File: src/rtl/uart_pkg.sv
// Shared definitions for the UART transmit path: the arbiter state encoding,
// the default byte width agreed with the transmitter, and a width helper.
package uart_pkg;

  // Byte width used by both the transmitter and its arbiter.
  localparam int UART_DATA_WIDTH = 8;

  // Arbiter sequencing states. The numeric encoding is fixed so that older
  // logic decoding the raw 2-bit state keeps working.
  typedef enum logic [1:0] {
    ARB_IDLE      = 2'd0,
    ARB_ISSUE     = 2'd1,
    ARB_WAIT_BUSY = 2'd2,
    ARB_WAIT_DONE = 2'd3
  } arb_state_e;

  // Number of bits needed to index n items. The result is never below 1, so
  // index ports keep a legal width even for tiny n.
  function automatic int clog2(input int n);
    int r;
    r = 1;
    for (int i = 1; i < 31; i++) begin
      if ((1 << i) < n) r = i + 1;
    end
    return r;
  endfunction

endpackage

File: src/rtl/uart_rr_pick.sv
// Combinational round-robin selector. The search starts one past the pointer,
// wraps at N_REQ, and returns the first active request it finds. This block
// is shared with the receive-side routers, so it holds no state of its own.
module uart_rr_pick
  import uart_pkg::*;
#(
  parameter int  N_REQ = 4,
  localparam int IDX_W = clog2(N_REQ)
) (
  input  logic [N_REQ-1:0] req_i,
  input  logic [IDX_W-1:0] pointer_i,
  output logic             valid_o,
  output logic [IDX_W-1:0] index_o
);

  // Walk the requesters in priority order; the first hit wins.
  always_comb begin
    // NOTE: every output of a combinational block gets a default before any
    // branch; a path that leaves one unassigned would infer a latch.
    valid_o = 1'b0;
    index_o = '0;
    for (int k = 1; k <= N_REQ; k++) begin
      logic [IDX_W-1:0] cand;
      cand = IDX_W'((int'(pointer_i) + k) % N_REQ);
      if (!valid_o && req_i[cand]) begin
        valid_o = 1'b1;
        index_o = cand;
      end
    end
  end

endmodule

File: src/rtl/uart_tx_arbiter.sv
// Round-robin arbiter that shares one UART transmitter among N_REQ byte
// producers. Each transfer is sequenced as: latch the winner's byte and ack
// it, pulse start, confirm the transmitter went busy, then wait for it to be
// idle again. Only one frame is ever in flight. If the transmitter never goes
// busy, the byte is dropped and a sticky timeout flag is raised.
module uart_tx_arbiter
  import uart_pkg::*;
#(
  parameter int  N_REQ        = 4,
  parameter int  DATA_WIDTH   = UART_DATA_WIDTH,
  parameter int  BUSY_TIMEOUT = 15,
  localparam int IDX_W        = clog2(N_REQ)
) (
  input  logic                        clk,
  input  logic                        reset,
  input  logic [N_REQ-1:0]            req,
  input  logic [N_REQ*DATA_WIDTH-1:0] req_data,
  output logic [N_REQ-1:0]            ack,
  output logic                        tx_start,
  output logic [DATA_WIDTH-1:0]       tx_data,
  input  logic                        tx_ready,
  output logic                        busy,
  output logic [IDX_W-1:0]            grant_id,
  output logic                        err_timeout
);

  // Raw state constants, kept numerically identical to the package enum.
  localparam logic [1:0] S_IDLE      = ARB_IDLE;
  localparam logic [1:0] S_ISSUE     = ARB_ISSUE;
  localparam logic [1:0] S_WAIT_BUSY = ARB_WAIT_BUSY;
  localparam logic [1:0] S_WAIT_DONE = ARB_WAIT_DONE;

  // The timeout limit never exceeds 255, so an 8-bit counter covers it.
  localparam logic [7:0] CNT_LIMIT = 8'(BUSY_TIMEOUT);

  logic [1:0]            state_q, state_d;
  logic [IDX_W-1:0]      ptr_q, ptr_d;
  logic [IDX_W-1:0]      grant_q, grant_d;
  logic [DATA_WIDTH-1:0] data_q, data_d;
  logic [N_REQ-1:0]      ack_q, ack_d;
  logic [7:0]            cnt_q, cnt_d;
  logic                  err_q, err_d;

  logic                  pick_valid;
  logic [IDX_W-1:0]      pick_idx;

  uart_rr_pick #(
    .N_REQ (N_REQ)
  ) u_pick (
    .req_i     (req),
    .pointer_i (ptr_q),
    .valid_o   (pick_valid),
    .index_o   (pick_idx)
  );

  // Next-state logic for the sequencer, data latch, ack pulse and timeout.
  always_comb begin
    state_d = state_q;
    ptr_d   = ptr_q;
    grant_d = grant_q;
    data_d  = data_q;
    ack_d   = '0;
    cnt_d   = cnt_q;
    err_d   = err_q;
    case (state_q)
      S_IDLE: begin
        // req is only looked at here; while busy it is ignored.
        if (tx_ready && pick_valid) begin
          data_d          = req_data[pick_idx*DATA_WIDTH +: DATA_WIDTH];
          grant_d         = pick_idx;
          ptr_d           = pick_idx;
          ack_d[pick_idx] = 1'b1;
          state_d         = S_ISSUE;
        end
      end
      S_ISSUE: begin
        cnt_d   = '0;
        state_d = S_WAIT_BUSY;
      end
      S_WAIT_BUSY: begin
        if (!tx_ready) begin
          state_d = S_WAIT_DONE;
        end else begin
          cnt_d = cnt_q + 8'd1;
          if (cnt_d == CNT_LIMIT) begin
            // The transmitter never took the byte: drop it, do not retry.
            err_d   = 1'b1;
            state_d = S_IDLE;
          end
        end
      end
      S_WAIT_DONE: begin
        if (tx_ready) state_d = S_IDLE;
      end
      default: state_d = S_IDLE;
    endcase
  end

  // State registers with synchronous reset; reset aborts any sequencing but
  // leaves the transmitter itself alone.
  always_ff @(posedge clk) begin
    // NOTE: registers are written with non-blocking assignments so every flop
    // samples the values from before this edge, independent of statement order.
    if (reset) begin
      state_q <= S_IDLE;
      ptr_q   <= IDX_W'(N_REQ - 1);
      grant_q <= '0;
      data_q  <= '0;
      ack_q   <= '0;
      cnt_q   <= '0;
      err_q   <= 1'b0;
    end else begin
      state_q <= state_d;
      ptr_q   <= ptr_d;
      grant_q <= grant_d;
      data_q  <= data_d;
      ack_q   <= ack_d;
      cnt_q   <= cnt_d;
      err_q   <= err_d;
    end
  end

  assign ack         = ack_q;
  assign tx_start    = (state_q == S_ISSUE);
  assign tx_data     = data_q;
  assign busy        = (state_q != S_IDLE);
  assign grant_id    = grant_q;
  assign err_timeout = err_q;

endmodule

File: config.mk
export PLATFORM = sky130hd
export DESIGN_NAME = uart_tx_arbiter
export DESIGN_NICKNAME = d
export VERILOG_FILES = /design/src/rtl/uart_pkg.sv /design/src/rtl/uart_rr_pick.sv /design/src/rtl/uart_tx_arbiter.sv
export SDC_FILE = /design/constraint.sdc
export NUM_CORES = 1
export LEC_CHECK = 0
export BUFFER_PORTS_ARGS = -buffer_cell sky130_fd_sc_hd__buf_2
export CAP_MARGIN = 20
export CORE_UTILIZATION = 44
export DETAILED_ROUTE_END_ITERATION = 16
export PLACE_DENSITY = 0.81
export RECOVER_POWER = 50
export SLEW_MARGIN = 20
export SYNTH_ARGS = -nofsm -noshare
export SYNTH_HDL_FRONTEND = slang
export SYNTH_HIERARCHICAL = 1
export SYNTH_SLANG_ARGS = --single-unit
export TNS_END_PERCENT = 20
File: constraint.sdc
create_clock -name clk -period 2 [get_ports clk]
set_input_delay 0.3 -clock clk [delete_from_list [all_inputs] [get_ports clk]]
set_output_delay 0.3 -clock clk [all_outputs]
set_load 0.01 [all_outputs]
**Yosys cells after proc, flatten, opt, wreduce, memory -nomap -nowiden**

Index checks and enable logic that the tools add are counted.

- Add/subtract/negate cells: 5
- Order comparisons: 6
- Equal/unequal tests: 8
- Shift operators: 1
- Muxes and demuxes: 25
- Bitwise operators: 2
- Reductions and logical operators: 16

Operators with widths:

| cell | count |
|---|---|
| $shiftx A32 B6 Y8 | 1 |
| $mux W2 | 8 |
| $pmux W8 S2 | 1 |
| $lt A2 B3 Y1 const B | 5 |
| $mux W1 | 9 |
| $add A8 B1 Y8 const B | 1 |
| $bmux W1 S2 | 4 |
| $eq A8 B4 Y1 const B | 1 |
| $mux W8 | 1 |
| $pmux W2 S4 | 1 |
| $ne A2 B2 Y1 const B | 3 |
| $reduce_and A3 Y1 | 2 |
| $logic_and A1 B1 Y1 | 5 |
| $add A2 B1 Y2 const B | 2 |
| $add A2 B2 Y2 const B | 2 |
| $eq A2 B2 Y1 const B | 2 |
| $reduce_and A2 Y1 | 2 |
| $reduce_bool A2 Y1 | 2 |
| $logic_not A1 Y1 | 3 |
| $ne A3 B3 Y1 const B | 1 |
| $reduce_or A3 Y1 | 1 |
| $demux W1 S2 | 1 |
| $eq A2 B1 Y1 const B | 1 |
| $ge A2 B1 Y1 const B | 1 |
| 2 further kinds | 3 |

- Bits in registers: 27
- Word-level logic and storage cells: 70

**Logic depth before layout (Yosys ltp)**

Gate-level depths: netlist (run 1).

- Depth in word-level cells: 17
- Mapped depth: 7

**By module**

The synthesis (run 1) kept the hierarchy.

Modules (own cells, without submodules):

| module | instances | cells an instance | area each (um^2) | sequential area each (um^2) |
|---|---|---|---|---|
| uart_tx_arbiter | 1 | 164 | 1462.7 | 540.5 |
| uart_rr_pick | 1 | 14 | 91.3 | 0.0 |

**Worst setup path after synthesis (run 1)**

Ideal clock, no wire load.

- Path type: flip-flop to flip-flop
- From: register ptr_q[1]
- To: register data_q[3] (netlist: tx_data[3])
- Arrival: 1.770 ns
- Data required time: 1.868 ns
- Path slack: 0.098 ns
- Stages on the path, launching flop included: 8
- Buffers on the path: 1
- Clock period less this slack: 1.902 ns
- Cell sequence: dfxtp_1 > nand2b_1 > a21oi_2 > o221ai_2 > buf_2 > mux4_2 > nand2_1 > a21oi_1

- Elaborated cells on any way between the ends: 29
- Classes of those cells: add/sub: 4; shift: 1; mux: 16; reduce/logical: 8

RTL lines:

| element | line | RTL |
|---|---|---|
| start: declaration | uart_tx_arbiter.sv:37 | `logic [IDX_W-1:0] ptr_q, ptr_d;` |
| start signal: assignment | uart_tx_arbiter.sv:106 | `ptr_q <= IDX_W'(N_REQ - 1);` |
| start signal: assignment | uart_tx_arbiter.sv:114 | `ptr_q <= ptr_d;` |
| $add A2 B1 Y2 | uart_rr_pick.sv:24 | `cand = IDX_W'((int'(pointer_i) + k) % N_REQ);` |
| $bmux W1 S2 | uart_rr_pick.sv:25 | `if (!valid_o && req_i[cand]) begin` |
| $mux W1 (not written as such) | uart_rr_pick.sv:25 |  |
| $mux W1 | uart_rr_pick.sv:25 |  |
| $logic_not A1 Y1 | uart_rr_pick.sv:25 |  |
| $logic_and A1 B1 Y1 | uart_rr_pick.sv:25 |  |
| $mux W1 | uart_rr_pick.sv:25 |  |
| $logic_not A1 Y1 | uart_rr_pick.sv:25 |  |
| $logic_and A1 B1 Y1 | uart_rr_pick.sv:25 |  |
| $mux W1 | uart_rr_pick.sv:25 |  |
| $logic_not A1 Y1 | uart_rr_pick.sv:25 |  |
| $logic_and A1 B1 Y1 | uart_rr_pick.sv:25 |  |
| $mux W2 * | uart_rr_pick.sv:25 |  |
| net pick_idx[0] | uart_tx_arbiter.sv:45 | `logic [IDX_W-1:0] pick_idx;` |
| $shiftx A32 B6 Y8 * | uart_tx_arbiter.sv:69 | `data_d = req_data[pick_idx*DATA_WIDTH +: DATA_WIDTH];` |
| end signal: assignment | uart_tx_arbiter.sv:116 | `data_q <= data_d;` |
| end: declaration | uart_tx_arbiter.sv:39 | `logic [DATA_WIDTH-1:0] data_q, data_d;` |

The timed path passes the listed nets; every way through them passes the cells marked *. The select of a mux whose other input is x is not followed.
A chain may end at the register's enable or synchronous reset.

**Final worst setup path (run 1)**

- From: register cnt_q[0]
- To: register cnt_q[6]

- Word-level cells in the longest chain between the ends: 3

Ends and longest elaborated chain:

| element | line | RTL |
|---|---|---|
| start: declaration | uart_tx_arbiter.sv:41 | `logic [7:0] cnt_q, cnt_d;` |
| start signal: assignment | uart_tx_arbiter.sv:118 | `cnt_q <= cnt_d;` |
| $add A8 B1 Y8 | uart_tx_arbiter.sv:84 | `cnt_d = cnt_q + 8'd1;` |
| $mux W8 | uart_tx_arbiter.sv:81 | `if (!tx_ready) begin` |
| $pmux W8 S2 | uart_tx_arbiter.sv:65 | `case (state_q)` |

No other way between the ends. The select of a mux whose other input is x is not followed.

==> results of run 1 <==
==> cells in the mapped netlist, types with 3 or more instances <==
cell type,instances
nand2b_1,7
nor3b_1,5
a31oi_1,3
nor2_1,9
buf_2,4
mux2i_1,3
nand2_1,28
clkbuf_1,8
nor4b_1,3
dfxtp_1,27
a21oi_1,23
nand3b_1,3
nor2b_1,3
nand3_1,5
nor4_1,4
inv_1,5
mux4_2,8
==> cells in the final DEF, fill, tap and decap left out, types with 4 or more instances in the layout <==
master | synthesis | final
nand2_1 | 28 | 28
nor3b_1 | 5 | 5
nor2_1 | 9 | 9
inv_1 | 5 | 5
a21oi_1 | 23 | 23
nand2b_1 | 7 | 7
clkbuf_1 | 8 | 15
dfxtp_1 | 27 | 27
buf_2 | 4 | 40
buf_4 | 0 | 6
mux4_2 | 8 | 8
nor4_1 | 4 | 4
nand3_1 | 5 | 5
==> per-layer routing <==
layer	share of wire	up-vias	routed length, um	track usage
met5	0	-	0	0
met4	0.0071	0	25	0.0540
met3	0.042	2	148	0.0357
met2	0.50	35	1770	0.331
met1	0.45	703	1560	0.256
li1	-	756	-	-
==> path summary, 6_finish.rpt <==
path	endpoint	startpoint	slack, ns
worst max-delay path	cnt_q[6]	cnt_q[0]	0.18
worst min-delay path	cnt_q[3]	reset	0.24
worst max register to register	cnt_q[6]	cnt_q[0]	0.18
worst min register to register	grant_id[1]	grant_id[1]	0.47
==> state kept, by name (all words and copies together) (netlist names) <==
| name | flops |
|---|---|
| ack | 4 |
| cnt_q | 8 |
| err_timeout | 1 |
| grant_id | 2 |
| ptr_q | 2 |
| state_q | 2 |
| tx_data | 8 |
==> layout make-up <==
| class | instances | area (um2) | share of cell area |
|---|---|---|---|
| Clock inverter | 1 | 7.51 | 0.00392 |
| Multi-Input combinational cell | 133 | 941 | 0.492 |
| Clock buffer | 3 | 22.5 | 0.0118 |
| Tap cell | 46 | 57.6 | 0.0301 |
| Timing Repair Buffer | 62 | 322 | 0.168 |
| Sequential cell | 27 | 541 | 0.283 |
| Inverter | 6 | 22.5 | 0.0118 |
==> cell families after synthesis <==
logic type,Yosys count
AOI/OAI and AO/OA,38
buffers and inverters,18
xor gates and xnor gates,3
and+or+nand+nor,79
muxes,11
adders and majority gates,2
DFF,27
==> power by group <==
part | leakage (nW) | switching (mW) | internal (mW)
logic | 0.493 | 0.159 | 0.157
registers | 0.220 | 0.0260 | 0.571
clock network | 0.0139 | 0.174 | 0.0768
total | 0.727 | 0.358 | 0.804
==> through the flow <==
stage               cell area, um2  hold slack (ns)
floorplan                     1550            0.481
global placement              1900            0.443
detailed placement            1900            0.448
CTS                           1930            0.242
global route                  1910            0.249
finish                        1910            0.245
==> critical path, stage by stage, from the launching register on <==
cell       delay, ns
dfxtp_1         0.48
ha_1            0.31
nand2_1         0.11
or3_4           0.36
a2111oi_2       0.36
a311o_1         0.16
==> results.sh, run 1 <==
export IMPL_worstHoldPathType="input pin to register"
export IMPL_grt_pass1_vias=1272
export IMPL_worst_setup_path_start_kind="register"
export IMPL_rows=21
export IMPL_fin_util=0.569
export IMPL_finalWorstPathRequiredPeriod_ns=1.82
export IMPL_syn_inst=178
export IMPL_htreeDepth=1
export IMPL_synth_compound_area_frac=0.159
export IMPL_synth_edff_count=0
export IMPL_clock_latency_ns=0.34
export IMPL_synthToLayoutAreaGrowth_pct=23.1
export IMPL_synth_cell_types=42
export IMPL_synth_area_top_cells="dfxtp_1, mux4_2, a21oi_1, nand2_1, nand2b_1"
export IMPL_hold_viol=0
export IMPL_cp_end_kind="register"
export IMPL_grt_pass1_wl_um=5520
export IMPL_synthAdderAreaFrac=0.0161
export IMPL_synth_seq_cells=27
export IMPL_synth_ff_type="dfxtp_1"
export IMPL_leakagePower_nw=0.727
export IMPL_coreArea_um2=3360
export IMPL_wire_per_inst_um=12.6
export IMPL_synth_top_family_by_area="simple AND/OR/NAND/NOR gates"
export IMPL_finalPower_mw=1.16
export IMPL_n_antenna_cell=0
export IMPL_min_path_cells=2
export IMPL_fin_ws_ns=0.177
export IMPL_muxShareOfSynthArea=0.135
export IMPL_path_class="register to register"
export IMPL_firstDrtPassIters=4
export IMPL_synth_xor_area_frac=0.0169
export IMPL_power_density_nw_per_um2=608
export IMPL_track_usage=0.195
export IMPL_reg2regPathDepth=5
export IMPL_place_ws_ns=0.154
export IMPL_pin_count=56
export IMPL_cts_root_buf="clkbuf_4"
export IMPL_cts_resized=0
export IMPL_drc=0
export IMPL_via_per_inst=5.38
export IMPL_grt_max_degree=21
export IMPL_cts_setup_buffers=0
export IMPL_rsz0062_at_grt="no"
export IMPL_skew_ns=0.00487
export IMPL_worstPathMaxFanout=7
export IMPL_syn_nets=219
export IMPL_cts_buffers=3
export IMPL_antenna_found_initial=0
export IMPL_async_flop_share=0
export IMPL_fin_setup_tns_ns=0
export IMPL_route_vias_total=1496
export IMPL_synth_top_area_frac=0.348
export IMPL_max_freq_mhz=548
export IMPL_gp_routability_congestion=0.820
export IMPL_clockBufferDepth=2
export IMPL_status="complete, no violations"
export IMPL_die_area_um2=3770
export IMPL_clkSlewWorstSetupHoldPaths_ns=0.15
export IMPL_drive_gt1_frac=0.284
export IMPL_clock_sinks=27
export IMPL_ant_nets=0
export IMPL_required_ns=2.29
export IMPL_worst_pin_slew_ns=0.546
export IMPL_nFillCells=345
export IMPL_port_buffers=55
export IMPL_finalMaxSlewViolations=0
export IMPL_maxCapViolCount=0
export IMPL_dp_cells=274
export IMPL_synth_top_area_cell="dfxtp_1"
export IMPL_synth_avg_cell_area_um2=8.73
export IMPL_slew_limit_headroom=0.636
export IMPL_syn_cell_area_um2=1550
export IMPL_post_route_period_util=0.912
export IMPL_overflow=0
export IMPL_start_util=0.462
export IMPL_holdBufCountCts=0
export IMPL_final_nets=274
export IMPL_fin_cells=278
export IMPL_synth_warnings=6
export IMPL_dp_hpwl_um=2620
export IMPL_drt_iter0_drc=58
export IMPL_setup_viol=0
export IMPL_die_h_um=61.4
export IMPL_dieWidth_um=61.4
export IMPL_cts_tree="built"
export IMPL_worst_ir_drop_vdd_v=0.000347
export IMPL_ys_seq_area_frac=0.348
export IMPL_yosys_area_share_simple=0.279
export IMPL_cp_arrival_ns=2.11
export IMPL_wl_um=3510
Note: power is estimated with default switching activity, not from simulation.
==> run 2, diff against run 1 <==
Settings changed: CORE_UTILIZATION 44 to 45, PLACE_DENSITY 0.81 to 0.82, SLEW_MARGIN 20 to default, SYNTH_HIERARCHICAL 1 to default.
==> run 2 against run 1 <==
Cell area about the same. Global-route usage about the same. Clock-buffer cell count unchanged. Die area increased by 2.3%. Routed wire length increased by 6.3%. Flip-flop and latch count unchanged. Via count increased by 7.3%. Synthesized area increased by 4.7%.
==> results.sh, run 2 <==
export IMPL_max_freq_mhz=551
export IMPL_ys_seq_area_frac=0.332
export IMPL_worst_pin_slew_ns=0.610
export IMPL_synth_most_common_cell="dfxtp_1"
export IMPL_final_area_um2=1910
export IMPL_synth_edff_count=0
export IMPL_worstPathMaxFanout=21
export IMPL_final_nets=295
export IMPL_clock_sinks=27
export IMPL_rsz0062_at_grt="no"
export IMPL_wl_met1_um=1860
export IMPL_fin_cells=299
export IMPL_finalMaxSlewViolations=0
export IMPL_synth_top_area_frac=0.332
export IMPL_cp_end_kind="register"
export IMPL_cts_tree="built"
export IMPL_fin_util=0.565
export IMPL_dp_hpwl_um=2700
export IMPL_coreArea_um2=3390
export IMPL_skew_ns=0.00267
export IMPL_synthToLayoutAreaGrowth_pct=17.7
export IMPL_cts_root_buf="clkbuf_4"
export IMPL_syn_nets=243
export IMPL_dieWidth_um=62.1
export IMPL_holdBufCountCts=0
export IMPL_required_ns=2.25
export IMPL_worstHoldEndpoint="tx_data[1]"
export IMPL_async_flop_share=0
export IMPL_drive_gt1_frac=0.217
export IMPL_ant_nets=0
export IMPL_wl_met3_um=140
export IMPL_post_route_period_util=0.908
export IMPL_synth_top_area_cell="dfxtp_1"
export IMPL_drt_iter0_drc=59
export IMPL_worstReg2RegStart="ptr_q[1]"
export IMPL_finalWorstPathRequiredPeriod_ns=1.82
export IMPL_hold_viol=0
export IMPL_clockBufferDepth=2
export IMPL_status="complete, no violations"
export IMPL_syn_cell_area_um2=1630
export IMPL_grt_pass1_vias=1390
export IMPL_power_density_nw_per_um2=604
export IMPL_cp_arrival_ns=2.07
export IMPL_synth_area_top_cells="dfxtp_1, nand2_1, nor2_1, mux2i_1, a221oi_1"
export IMPL_setup_viol=0
export IMPL_slew_limit_headroom=0.593
export IMPL_antenna_found_initial=0
export IMPL_min_path_cells=3
export IMPL_die_h_um=62.1
export IMPL_final_cell_mix="buf_2, dfxtp_1, nor2_1, nand2_1, clkbuf_1"
export IMPL_wire_per_inst_um=12.5
export IMPL_place_area_um2=1910
export IMPL_crit_slowest_cell="or3b_1"
export IMPL_grt_pass1_wl_um=6250
export IMPL_path_class="register to register"
export IMPL_grt_max_degree=29
export IMPL_cts_buffers=3
export IMPL_slowest_delay_ns=0.58
export IMPL_rows=21
export IMPL_gp_routability_congestion=0.842
export IMPL_worstHoldPathType="input pin to register"
export IMPL_pin_count=56
export IMPL_htreeDepth=1
export IMPL_cts_resized=0
export IMPL_worstPathCellList="or3b_1, o21ai_4, a21o_4, a221oi_1, a211oi_1"
export IMPL_drc=0
export IMPL_synth_common_cells="dfxtp_1, nand2_1, nor2_1"
export IMPL_clkSlewWorstSetupHoldPaths_ns=0.16
export IMPL_cts_setup_buffers=0
export IMPL_clock_latency_ns=0.32
export IMPL_synth_cell_types=43
export IMPL_final_common_cell="buf_2"
export IMPL_track_usage=0.195
export IMPL_reg2reg_to="tx_data[6]"
export IMPL_worst_setup_path_start_kind="register"
export IMPL_fin_setup_tns_ns=0
export IMPL_maxCapViolCount=0
export IMPL_leakagePower_nw=0.843
export IMPL_synth_warnings=0
export IMPL_die_area_um2=3860
export IMPL_met2_length_um=1680
export IMPL_top_layer_used="met4"
export IMPL_route_vias_total=1605
export IMPL_syn_inst=202
export IMPL_start_util=0.480
export IMPL_synth_seq_cells=27
export IMPL_port_buffers=55
export IMPL_firstDrtPassIters=4
export IMPL_worst_ir_drop_vdd_v=0.000351
export IMPL_overflow=0
export IMPL_reg2regPathDepth=5
export IMPL_dp_cells=295
export IMPL_reg2reg_setup_slack_ns=0.18
export IMPL_via_per_inst=5.37
export IMPL_wl_um=3730
export IMPL_synth_ff_type="dfxtp_1"
export IMPL_n_antenna_cell=0
export IMPL_synth_avg_cell_area_um2=8.05
export IMPL_worstHoldStart="req_data[1]"
-- run 2: metrics by stage --
stage	setup WS, ns	total power [mW]	hold slack, ns
floorplan	0.410	0.833	0.481
global placement	0.164	0.923	0.448
detailed placement	0.161	0.929	0.464
CTS	0.189	1.17	0.299
global route	0.0648	1.22	0.301
finish	0.183	1.16	0.297
-- run 2: where the power goes --
| group | total [mW] | switching (mW) | internal (mW) |
|---|---|---|---|
| Clock | 0.248 | 0.171 | 0.0764 |
| Sequential | 0.600 | 0.0247 | 0.575 |
| Combinational | 0.310 | 0.181 | 0.129 |
| Total | 1.16 | 0.377 | 0.780 |
-- run 2: worst max-delay path by stage --
stage / start / end / cells past startpoint
global route: cnt_q[0] / state_q[1] / 6
CTS: ptr_q[1] / tx_data[6] / 5
finish: ptr_q[1] / tx_data[6] / 5
floorplan: ptr_q[1] / tx_data[1] / 6
detailed placement: req[3] / tx_data[6] / 6
global placement: req[3] / tx_data[4] / 6
-- run 2: worst max-delay path: cells and delay by family, from the launching register on --
family / cells / cell delay, ns
AOI/OAI and AO/OA: 4 / 0.76
and+or+nand+nor: 1 / 0.58
DFF: 1 / 0.41
-- run 2: cell families (layout without fill, tap and decap cells) --
family	after synthesis	in the layout	synth area share
muxes	9	9	0.0554
and+or+nand+nor	82	82	0.243
adders and majority gates	2	2	0.0154
AOI/OAI and AO/OA	58	58	0.261
xor gates and xnor gates	4	4	0.0215
DFF	27	27	0.332
buffers and inverters	20	71	0.0715
-- run 2: routing by layer --
metal / up-vias / track usage
met1: 739 / 0.279
met4: 0 / 0.0523
li1: 827 / -
met5: - / 0
met3: 4 / 0.0276
met2: 35 / 0.305
-- run 2: cell type report --
| class | instances | area, um2 |
|---|---|---|
| Fill cell | 329 | 1480 |
| Clock inverter | 1 | 7.51 |
| Sequential cell | 27 | 541 |
| Timing Repair Buffer | 60 | 290 |
| Clock buffer | 3 | 22.5 |
| Inverter | 7 | 26.3 |
| Tap cell | 46 | 57.6 |
| Multi-Input combinational cell | 155 | 970 |
==> run 3, diff against run 2 <==
--- a/constraint.sdc
+++ b/constraint.sdc
@@ -3,2 +3,2 @@
 set_output_delay 0.3 -clock clk [all_outputs]
-set_load 0.01 [all_outputs]
+set_load 0.005 [all_outputs]
==> run 3 against run 2 <==
Hold slack about the same. Total power down 0.83%. Clock skew down 0.0011 ns. Register-to-register slack about the same. Critical path depth unchanged. Highest routed layer unchanged.
==> results.sh, run 3 (synthesis gave the netlist of run 2 again) <==
export IMPL_synthToLayoutAreaGrowth_pct=18.5
export IMPL_grt_max_degree=29
export IMPL_drt_iter0_drc=66
export IMPL_clkSlewWorstSetupHoldPaths_ns=0.15
export IMPL_htreeDepth=1
export IMPL_slew_limit_headroom=0.602
export IMPL_antenna_found_initial=0
export IMPL_grt_pass1_wl_um=6250
export IMPL_clockBufferDepth=2
export IMPL_cts_tree="built"
export IMPL_finalPower_mw=1.15
export IMPL_worstHoldPathType="input pin to register"
export IMPL_start_util=0.480
export IMPL_hold_viol=0
export IMPL_n_antenna_cell=0
export IMPL_port_buffers=55
export IMPL_holdBufCountCts=0
export IMPL_max_freq_mhz=550
export IMPL_cp_arrival_ns=2.07
export IMPL_ant_nets=0
export IMPL_worst_setup_path_start_kind="register"
export IMPL_finalWorstPathRequiredPeriod_ns=1.82
export IMPL_wire_per_inst_um=12.4
export IMPL_wl_um=3690
export IMPL_die_area_um2=3860
export IMPL_nFillCells=321
export IMPL_cts_setup_buffers=0
export IMPL_grt_pass1_vias=1390
export IMPL_power_density_nw_per_um2=595
export IMPL_status="complete, no violations"
export IMPL_post_route_period_util=0.908
export IMPL_firstDrtPassIters=4
export IMPL_clock_latency_ns=0.32
export IMPL_worstPathMaxFanout=21
export IMPL_rsz0062_at_grt="no"
export IMPL_cts_resized=0
export IMPL_dieWidth_um=62.1
export IMPL_fin_setup_tns_ns=0
export IMPL_required_ns=2.25
export IMPL_via_per_inst=5.35
export IMPL_worstPathCellList="or3b_1, o21ai_4, a21o_4, a221oi_1, a211oi_1"
export IMPL_drc=0
export IMPL_final_cell_mix="buf_2, dfxtp_1, nor2_1, nand2_1"
export IMPL_hold_slack_ns=0.297
export IMPL_leakagePower_nw=0.888
export IMPL_worst_pin_slew_ns=0.589
export IMPL_overflow=0
export IMPL_crit_slowest_cell="or3b_1"
export IMPL_track_usage=0.195
export IMPL_clock_sinks=27
export IMPL_route_vias_total=1599
export IMPL_final_nets=295
export IMPL_pin_count=56
export IMPL_maxCapViolCount=0
export IMPL_cts_buffers=3
export IMPL_dp_hpwl_um=2700
export IMPL_cts_root_buf="clkbuf_4"
export IMPL_cp_end_kind="register"
export IMPL_skew_ns=0.00153
export IMPL_drive_gt1_frac=0.261
export IMPL_worst_ir_drop_vdd_v=0.000349
export IMPL_fin_util=0.569
export IMPL_path_class="register to register"
export IMPL_cp_top_family="compound AO/OA/AOI/OAI gates"
export IMPL_setup_viol=0
export IMPL_final_common_cell="buf_2"
export IMPL_gp_routability_congestion=0.842
export IMPL_worst_path_buf_inv=0
export IMPL_die_h_um=62.1
export IMPL_coreArea_um2=3390
export IMPL_finalMaxSlewViolations=0
export IMPL_rows=21
export IMPL_slowest_delay_ns=0.58
## run 3: cell count changes in the layout (fill, tap and decap cells not counted)
cell	previous run	this run
buf_2	40	51
buf_1	0	1
clkbuf_1	16	4
## run 3: through the flow
stage | instance area (um2) | std cells | setup slack [ns]
floorplan | 1630 | 202 | 0.410
CTS | 1940 | 299 | 0.189
global route | 1930 | 299 | 0.0648
detailed placement | 1910 | 295 | 0.161
finish | 1930 | 299 | 0.183
global placement | 1910 | 295 | 0.164
## run 3: metal layers
metal | vias up | GRT usage | share of wire
met2 | 38 | 0.305 | 0.45
met4 | 0 | 0.0523 | 0.011
met1 | 730 | 0.279 | 0.50
li1 | 827 | - | -
met5 | - | 0 | 0
met3 | 4 | 0.0276 | 0.032
## run 3: final timing paths
path | start | to | slack (ns) | cells past startpoint
max | ptr_q[1] | tx_data[6] | 0.18 | 5
min | req_data[1] | tx_data[1] | 0.30 | 3
max reg2reg | ptr_q[1] | tx_data[6] | 0.18 | 5
min reg2reg | grant_id[1] | grant_id[1] | 0.50 | 2
## run 3: cell type report
class	count	area [um2]	area share
repair buffers	60	304	0.158
clock inverters	1	7.51	0.00389
clock buffers	3	22.5	0.0117
flip-flops and latches	27	541	0.280
inverters	7	26.3	0.0136
multi-input cells	155	970	0.503
well taps	46	57.6	0.0299
## run 3: power by group
part | switching [mW] | internal (mW)
Combinational | 0.167 | 0.134
Sequential | 0.0240 | 0.575
Clock | 0.171 | 0.0764
## run 3: worst min-delay path, stage by stage
cell,delay [ns]
buf_2,0.09
mux2i_1,0.11
a211oi_1,0.09
